[src/rtl/ah_arb_pkg.sv]
// Shared arbiter definitions: default sizes, FSM encoding and index helpers.
package ah_arb_pkg;

  localparam int AH_N_DEF  = 8;
  localparam int AH_WW_DEF = 4;
  localparam int AH_MAX_N  = 64;

  typedef enum logic {
    ST_IDLE  = 1'b0,
    ST_GRANT = 1'b1
  } ah_arb_st_e;

  function automatic int ah_clog2(input int v);
    int r;
    r = 0;
    for (int i = 0; i < 31; i++) begin
      if ((1 << i) < v) r = i + 1;
    end
    return r;
  endfunction

  // One-hot to binary; OR-reduction form, so a zero vector yields index 0.
  function automatic int ah_oh2idx(input logic [AH_MAX_N-1:0] oh);
    int idx;
    idx = 0;
    for (int i = 0; i < AH_MAX_N; i++) begin
      if (oh[i]) idx = idx | i;
    end
    return idx;
  endfunction

endpackage

[src/rtl/ah_rr_pick.sv]
// Combinational rotate-priority picker: first set req bit at or after start,
// wrapping modulo N.
module ah_rr_pick
  import ah_arb_pkg::*;
#(
  parameter int N  = AH_N_DEF,
  parameter int IW = ah_clog2(N)
) (
  input  logic [N-1:0]  req,
  input  logic [IW-1:0] start,
  output logic [N-1:0]  pick,
  output logic [IW-1:0] pick_id,
  output logic          pick_vld
);

  logic [AH_MAX_N-1:0] pick_ext;

  always_comb begin
    int            s;
    int            idx;
    logic [IW-1:0] ix;
    logic          found;
    pick  = '0;
    found = 1'b0;
    s     = (int'(start) < N) ? int'(start) : 0;
    for (int off = 0; off < N; off++) begin
      idx = s + off;
      if (idx >= N) idx = idx - N;
      ix = IW'(idx);
      if (!found && req[ix]) begin
        pick[ix] = 1'b1;
        found    = 1'b1;
      end
    end
  end

  always_comb begin
    pick_ext        = '0;
    pick_ext[N-1:0] = pick;
  end

  assign pick_id  = IW'(ah_oh2idx(pick_ext));
  assign pick_vld = |pick;

endmodule

[src/rtl/ah_wrr_arbiter.sv]
// Weighted round-robin arbiter: registered one-hot grant held for up to the
// owner's weight in beats, lock extends tenure, zero-bubble handover.
module ah_wrr_arbiter
  import ah_arb_pkg::*;
#(
  parameter int N  = AH_N_DEF,
  parameter int WW = AH_WW_DEF,
  parameter int IW = ah_clog2(N)
) (
  input  logic          clk,
  input  logic          rstn,
  input  logic [N-1:0]  req,
  input  logic [N*WW-1:0] weight,
  input  logic [N-1:0]  lock,
  output logic [N-1:0]  grant,
  output logic          grant_vld,
  output logic [IW-1:0] grant_id
);

  localparam logic [IW-1:0] LAST = IW'(N - 1);
  localparam logic [WW:0]   ONE  = (WW + 1)'(1);

  ah_arb_st_e    state_q, state_d;
  logic [IW-1:0] owner_q, owner_d;
  logic [IW-1:0] ptr_q, ptr_d;
  logic [WW:0]   credit_q, credit_d;
  logic [N-1:0]  grant_q, grant_d;
  logic          vld_q, vld_d;

  logic          busy, own_req, own_lock, release_w, arb_en;
  logic [IW-1:0] start;
  logic [N-1:0]  pick;
  logic [IW-1:0] pick_id;
  logic          pick_vld;
  logic [WW-1:0] pick_w;
  logic [WW:0]   load_credit;

  function automatic logic [IW-1:0] inc_mod(input logic [IW-1:0] x);
    return (x == LAST) ? '0 : x + IW'(1);
  endfunction

  assign busy      = (state_q == ST_GRANT);
  assign own_req   = req[owner_q];
  assign own_lock  = lock[owner_q];
  assign release_w = busy && (!own_req || (!own_lock && credit_q == ONE));
  assign arb_en    = !busy || release_w;
  // On release the search starts just past the owner, so the owner is tried last.
  assign start     = busy ? inc_mod(owner_q) : ptr_q;

  ah_rr_pick #(.N(N), .IW(IW)) u_pick (
    .req      (req),
    .start    (start),
    .pick     (pick),
    .pick_id  (pick_id),
    .pick_vld (pick_vld)
  );

  always_comb begin
    pick_w = '0;
    for (int i = 0; i < N; i++) begin
      if (pick[i]) pick_w = pick_w | weight[i*WW +: WW];
    end
  end

  assign load_credit = (pick_w == '0) ? ONE : {1'b0, pick_w};

  always_ff @(posedge clk or negedge rstn) begin
    if (!rstn) state_q <= ST_IDLE;
    else       state_q <= state_d;
  end

  always_comb begin
    state_d  = state_q;
    owner_d  = owner_q;
    ptr_d    = ptr_q;
    credit_d = credit_q;
    grant_d  = grant_q;
    vld_d    = vld_q;
    if (arb_en) begin
      if (pick_vld) begin
        state_d  = ST_GRANT;
        owner_d  = pick_id;
        ptr_d    = inc_mod(pick_id);
        credit_d = load_credit;
        grant_d  = pick;
        vld_d    = 1'b1;
      end else begin
        state_d  = ST_IDLE;
        owner_d  = '0;
        credit_d = '0;
        grant_d  = '0;
        vld_d    = 1'b0;
      end
    end else if (!own_lock) begin
      credit_d = credit_q - ONE;
    end
  end

  always_ff @(posedge clk or negedge rstn) begin
    if (!rstn) begin
      owner_q  <= '0;
      ptr_q    <= '0;
      credit_q <= '0;
      grant_q  <= '0;
      vld_q    <= 1'b0;
    end else begin
      owner_q  <= owner_d;
      ptr_q    <= ptr_d;
      credit_q <= credit_d;
      grant_q  <= grant_d;
      vld_q    <= vld_d;
    end
  end

  assign grant     = grant_q;
  assign grant_vld = vld_q;
  assign grant_id  = owner_q;

endmodule

[config.mk]
export PLATFORM = sky130hd
export DESIGN_NAME = ah_wrr_arbiter
export DESIGN_NICKNAME = d
export VERILOG_FILES = /design/src/rtl/ah_arb_pkg.sv /design/src/rtl/ah_rr_pick.sv /design/src/rtl/ah_wrr_arbiter.sv
export SDC_FILE = /design/constraint.sdc
export NUM_CORES = 1
export LEC_CHECK = 0
export CORE_AREA = 2 2 88 132
export CTS_CLUSTER_SIZE = 40
export DETAILED_ROUTE_END_ITERATION = 10
export DIE_AREA = 0 0 90 134
export PLACE_DENSITY_LB_ADDON = 0.15
export REMOVE_ABC_BUFFERS = 1
export SLEW_MARGIN = 25
export SYNTH_ARGS = -nofsm -noshare
export SYNTH_HDL_FRONTEND = slang
export SYNTH_SLANG_ARGS = --single-unit
export TNS_END_PERCENT = 1
[constraint.sdc]
create_clock -name clk -period 12.35 [get_ports clk]
set_clock_uncertainty 0.2 [all_clocks]
set_input_delay 3.0875 -clock clk [delete_from_list [all_inputs] [get_ports clk]]
set_output_delay 3.0875 -clock clk [all_outputs]
set_load 0.01 [all_outputs]
==> out/summary.log <==
[synthesis] number of standard cells after synthesis 288
[clock_network] depth of the CTS H-tree 1
[clock_network] Sink Count 20
[synthesis] count of flip-flops with a built-in enable after synthesis 0
[synthesis] mean instance size in the synthesized netlist 9.31 um2
[critical_path] cell chain of the critical path clkdlybuf4s50_1 > mux2i_1 > mux4_2 > nand3_1 > nor4_1 > a311oi_1 > nand4_1 > or4_1 > ha_1 > ha_1 > mux2_4
[final_layout] n_diodes 0
[final_layout] fin nets 405
[sta] Fmax achieved 142 MHz
[final_layout] share of layout cells above drive strength 1 15.5%
[critical_path] Reg-to-Reg End ptr_q[2]
[clock_network] clock tree from TritonCTS built
[clock_network] Root Buffer Master sky130_fd_sc_hd__clkbuf_16
[grt] number of antenna violations at the first check in global routing 0
[sta] final period utilization 56.9%
[drt] via density per instance 5.83
[placement] post-placement cell area 3420 um2
[sta] RSZ-0062 raised after global routing false
[drt] WL final 10.1 mm
[critical_path] Req. time, crit path 12,280 ps
[synthesis] fraction of the yosys area taken by sequential cells 18.7%
[critical_path] worst setup path start req[7]
[synthesis] count of state elements after synthesis 20
[critical_path] arrival time of the worst setup path 6960 ps
[hold_path] hold path depth 1
[die] Core ar. 10,900 um2
[sta] minimum period implied by the final worst setup slack 7030 ps
[critical_path] startpoint of the worst register-to-register path grant_id[0]
[critical_path] Max stage delay cell, worst path sky130_fd_sc_hd__or4_1
[grt] total grt overflow 0
[synthesis] post-synth cell types 69
[synthesis] top cell type by total area after synthesis sky130_fd_sc_hd__dfrtp_1
[grt] via count of the first global-routing pass 2,916
[die] initial core utilization 24.5%
[sta] max-slew headroom at the worst pin 50.1%
[run] max-cap violation count 0
[die] die width 90 um
[clock_network] worst skew pair latency 250 ps
[hold_path] hold path startpoint grant[3]
[sta] final total negative setup slack 0 ps
[synthesis] area fraction of the dominant cell type after synthesis 18.7%
[die] die height 134 um
[sta] number of pins with negative max-slew slack in the final report 0
[synthesis] fraction of registers with async set or reset after synthesis 100%
[die] area of the die 12,100 um2
[hold_path] class of the worst hold path reg -> reg
[run_status] outcome complete, no violations
[clock_network] clock-pin slew reported for the worst setup and hold paths after clock tree synthesis 50 ps
[critical_path] Setup crit end kind flop
[critical_path] most frequent cell on the critical path sky130_fd_sc_hd__ha_1
[grt] overall routing resource usage 16.2%
[die] Cell Rows 47
[drt] violation count after the first detailed-route iteration 189
[drt] remaining number of nets flagged by the antenna check after routing 0
[final_layout] area added between synthesis and finish 30.8%
[critical_path] kind of critical path in -> reg
[drt] overall via count from detail_route 2,849
[final_layout] final non-filler cell area 3510 um2
[critical_path] worst r2r path cells 16
[sta] worst hold slack after final layout 308 ps
[critical_path] worst-case register-to-register setup slack 5850 ps
[drt] number of detailed-routing iterations run before antenna repair 6
[synthesis] count of yosys warnings during synthesis 0
[synthesis] Post-Synthesis Cell Area 2680 um2
[sta] number of hold violations in the final report 0
[sta] count of endpoints failing setup in the final report 0
[drt] wire per inst 20.7 um
[critical_path] largest stage delay on the critical path 690 ps
[clock_network] Resize count post-CTS 0
[grt] largest net degree at the start of global routing 33
[clock_network] number of buffers created by CTS 3
[drt] post-detailed-route DRC marker count 0
[critical_path] type of element launching the critical path input port
[die] I/O pin total 62
[grt] first-pass GRT wire length 15.6 mm
[critical_path] top fanout value on the critical path 8
[synthesis] top_reg_cell synth sky130_fd_sc_hd__dfrtp_1
[synthesis] largest cells by area after synthesis sky130_fd_sc_hd__dfrtp_1 19%, sky130_fd_sc_hd__mux4_2 7.6%, sky130_fd_sc_hd__mux2_2 7.1%
[placement] number of port buffers 61
[hold_path] WHS Endpoint grant[3]
[placement] detailed-placement wirelength estimate 8.02 mm
[sta] slew at the pin closest to its max-slew limit 745 ps
[clock_network] maximum clock insertion buffer count 2
[clock_network] hold bufs inserted after CTS 0
[placement] global placer's final weighted congestion 0.979
[clock_network] setup bufs post-CTS 0
## Yosys cell counts (2+ instances only)
cell type and number:
sky130_fd_sc_hd__nor3_1 11, sky130_fd_sc_hd__or4_1 6, sky130_fd_sc_hd__o21ai_1 2, sky130_fd_sc_hd__o211ai_2 2, sky130_fd_sc_hd__a32o_1 5, sky130_fd_sc_hd__dfrtp_1 20, sky130_fd_sc_hd__o22ai_1 5, sky130_fd_sc_hd__a221o_1 2
sky130_fd_sc_hd__mux4_2 9, sky130_fd_sc_hd__nand2_1 20, sky130_fd_sc_hd__buf_1 3, sky130_fd_sc_hd__buf_6 2, sky130_fd_sc_hd__or3_1 4, sky130_fd_sc_hd__mux2i_4 2, sky130_fd_sc_hd__xnor2_1 4, sky130_fd_sc_hd__nor2_2 3
sky130_fd_sc_hd__a22o_1 3, sky130_fd_sc_hd__a222oi_1 8, sky130_fd_sc_hd__a21oi_1 9, sky130_fd_sc_hd__nor4b_1 2, sky130_fd_sc_hd__a32oi_1 3, sky130_fd_sc_hd__nand3_1 12, sky130_fd_sc_hd__mux2_2 17, sky130_fd_sc_hd__nor3b_1 2
sky130_fd_sc_hd__nor2_1 15, sky130_fd_sc_hd__buf_2 4, sky130_fd_sc_hd__o211ai_1 4, sky130_fd_sc_hd__nand4_1 6, sky130_fd_sc_hd__inv_1 5, sky130_fd_sc_hd__a211oi_1 3, sky130_fd_sc_hd__mux2_4 3, sky130_fd_sc_hd__and3_1 4
sky130_fd_sc_hd__a311oi_1 3, sky130_fd_sc_hd__a31oi_1 4, sky130_fd_sc_hd__a22oi_1 4, sky130_fd_sc_hd__ha_1 12, sky130_fd_sc_hd__mux2i_1 14, sky130_fd_sc_hd__and4_1 2, sky130_fd_sc_hd__o311ai_0 2, sky130_fd_sc_hd__nor2b_1 2
sky130_fd_sc_hd__nor4_1 5, sky130_fd_sc_hd__clkbuf_1 4, sky130_fd_sc_hd__o21ai_0 8, sky130_fd_sc_hd__and2_1 3
## registers in the layout (all words and copies together) (netlist names)
name,flops
grant,8
busy,1
credit_q,5
ptr_q,3
grant_id,3
## stage by stage
stage	cells	util [%]	setup WS (ps)
floorplan	275	-	6140
global placement	485	31.3	5130
detailed placement	485	31.3	5140
CTS	489	32.1	5390
global route	489	32.1	5230
finish	489	32.1	5320
## worst max-delay path, delay by kind of cell
kind / cells / cell delay, ps
simple gates: 4 / 1420
mux: 3 / 1040
buf+inv: 1 / 650
fa+ha+maj: 2 / 480
compound gates: 1 / 280
## routing by layer
layer | share of wire, % | global-route usage, % | vias up
li1 | - | - | 1291
met1 | 35 | 17.3 | 1378
met2 | 53 | 30.2 | 144
met3 | 6.0 | 1.80 | 36
met4 | 5.4 | 10.3 | 0
met5 | 0 | 0 | -
## cells in the final DEF, fill, tap and decap left out, drive strengths merged, types with 4 or more instances in the layout
master / synthesis / layout
and3: 4 / 4
a32o: 5 / 5
nand4: 6 / 6
ha: 12 / 12
nand3: 12 / 12
a22oi: 4 / 4
nor4: 5 / 5
or3: 4 / 4
inv: 7 / 7
a222oi: 8 / 8
mux2: 20 / 20
mux2i: 16 / 16
o22ai: 5 / 5
a31oi: 4 / 4
xnor2: 5 / 5
o21ai: 10 / 10
o211ai: 6 / 6
nor2: 18 / 18
a21oi: 9 / 9
dfrtp: 20 / 20
nor3: 11 / 11
nand2: 21 / 21
mux4: 10 / 10
clkbuf: 4 / 4
clkdlybuf4s50: 0 / 60
or4: 7 / 7
## worst max path at each step
stage,endpoint,cells after the start,slack [ps]
2_1_floorplan,ptr_q[2],9,6140
3_3_place_gp,ptr_q[2],11,5130
3_5_place_dp,ptr_q[2],11,5140
4_1_cts,ptr_q[2],11,5390
5_1_grt,ptr_q[2],11,5230
6_report,ptr_q[2],11,5320
## final cells by class
cell class,instances,area (um2)
Tap cell,147,184
Timing Repair Buffer,63,621
Sequential cell,20,500
Multi-Input combinational cell,247,2080
Clock buffer,4,88.8
Fill cell,1218,7430
Inverter,8,32.5
## cell families (layout without fill, tap and decap cells)
| family | count (synthesis) | after routing | synth area share (%) |
|---|---|---|---|
| AO/OA/AOI/OAI | 79 | 79 | 22.9 |
| XOR/XNOR | 5 | 5 | 2.33 |
| adder cells (fa/ha/maj) | 12 | 12 | 5.60 |
| buffers and inverters | 21 | 75 | 3.78 |
| flip-flops | 20 | 20 | 18.7 |
| multiplexers | 46 | 46 | 24.3 |
| AND/OR/NAND/NOR | 105 | 105 | 22.4 |
Power is left out: the tool's default activity adds up to more than one toggle a clock period on the data nets, which glitch-free logic cannot reach.
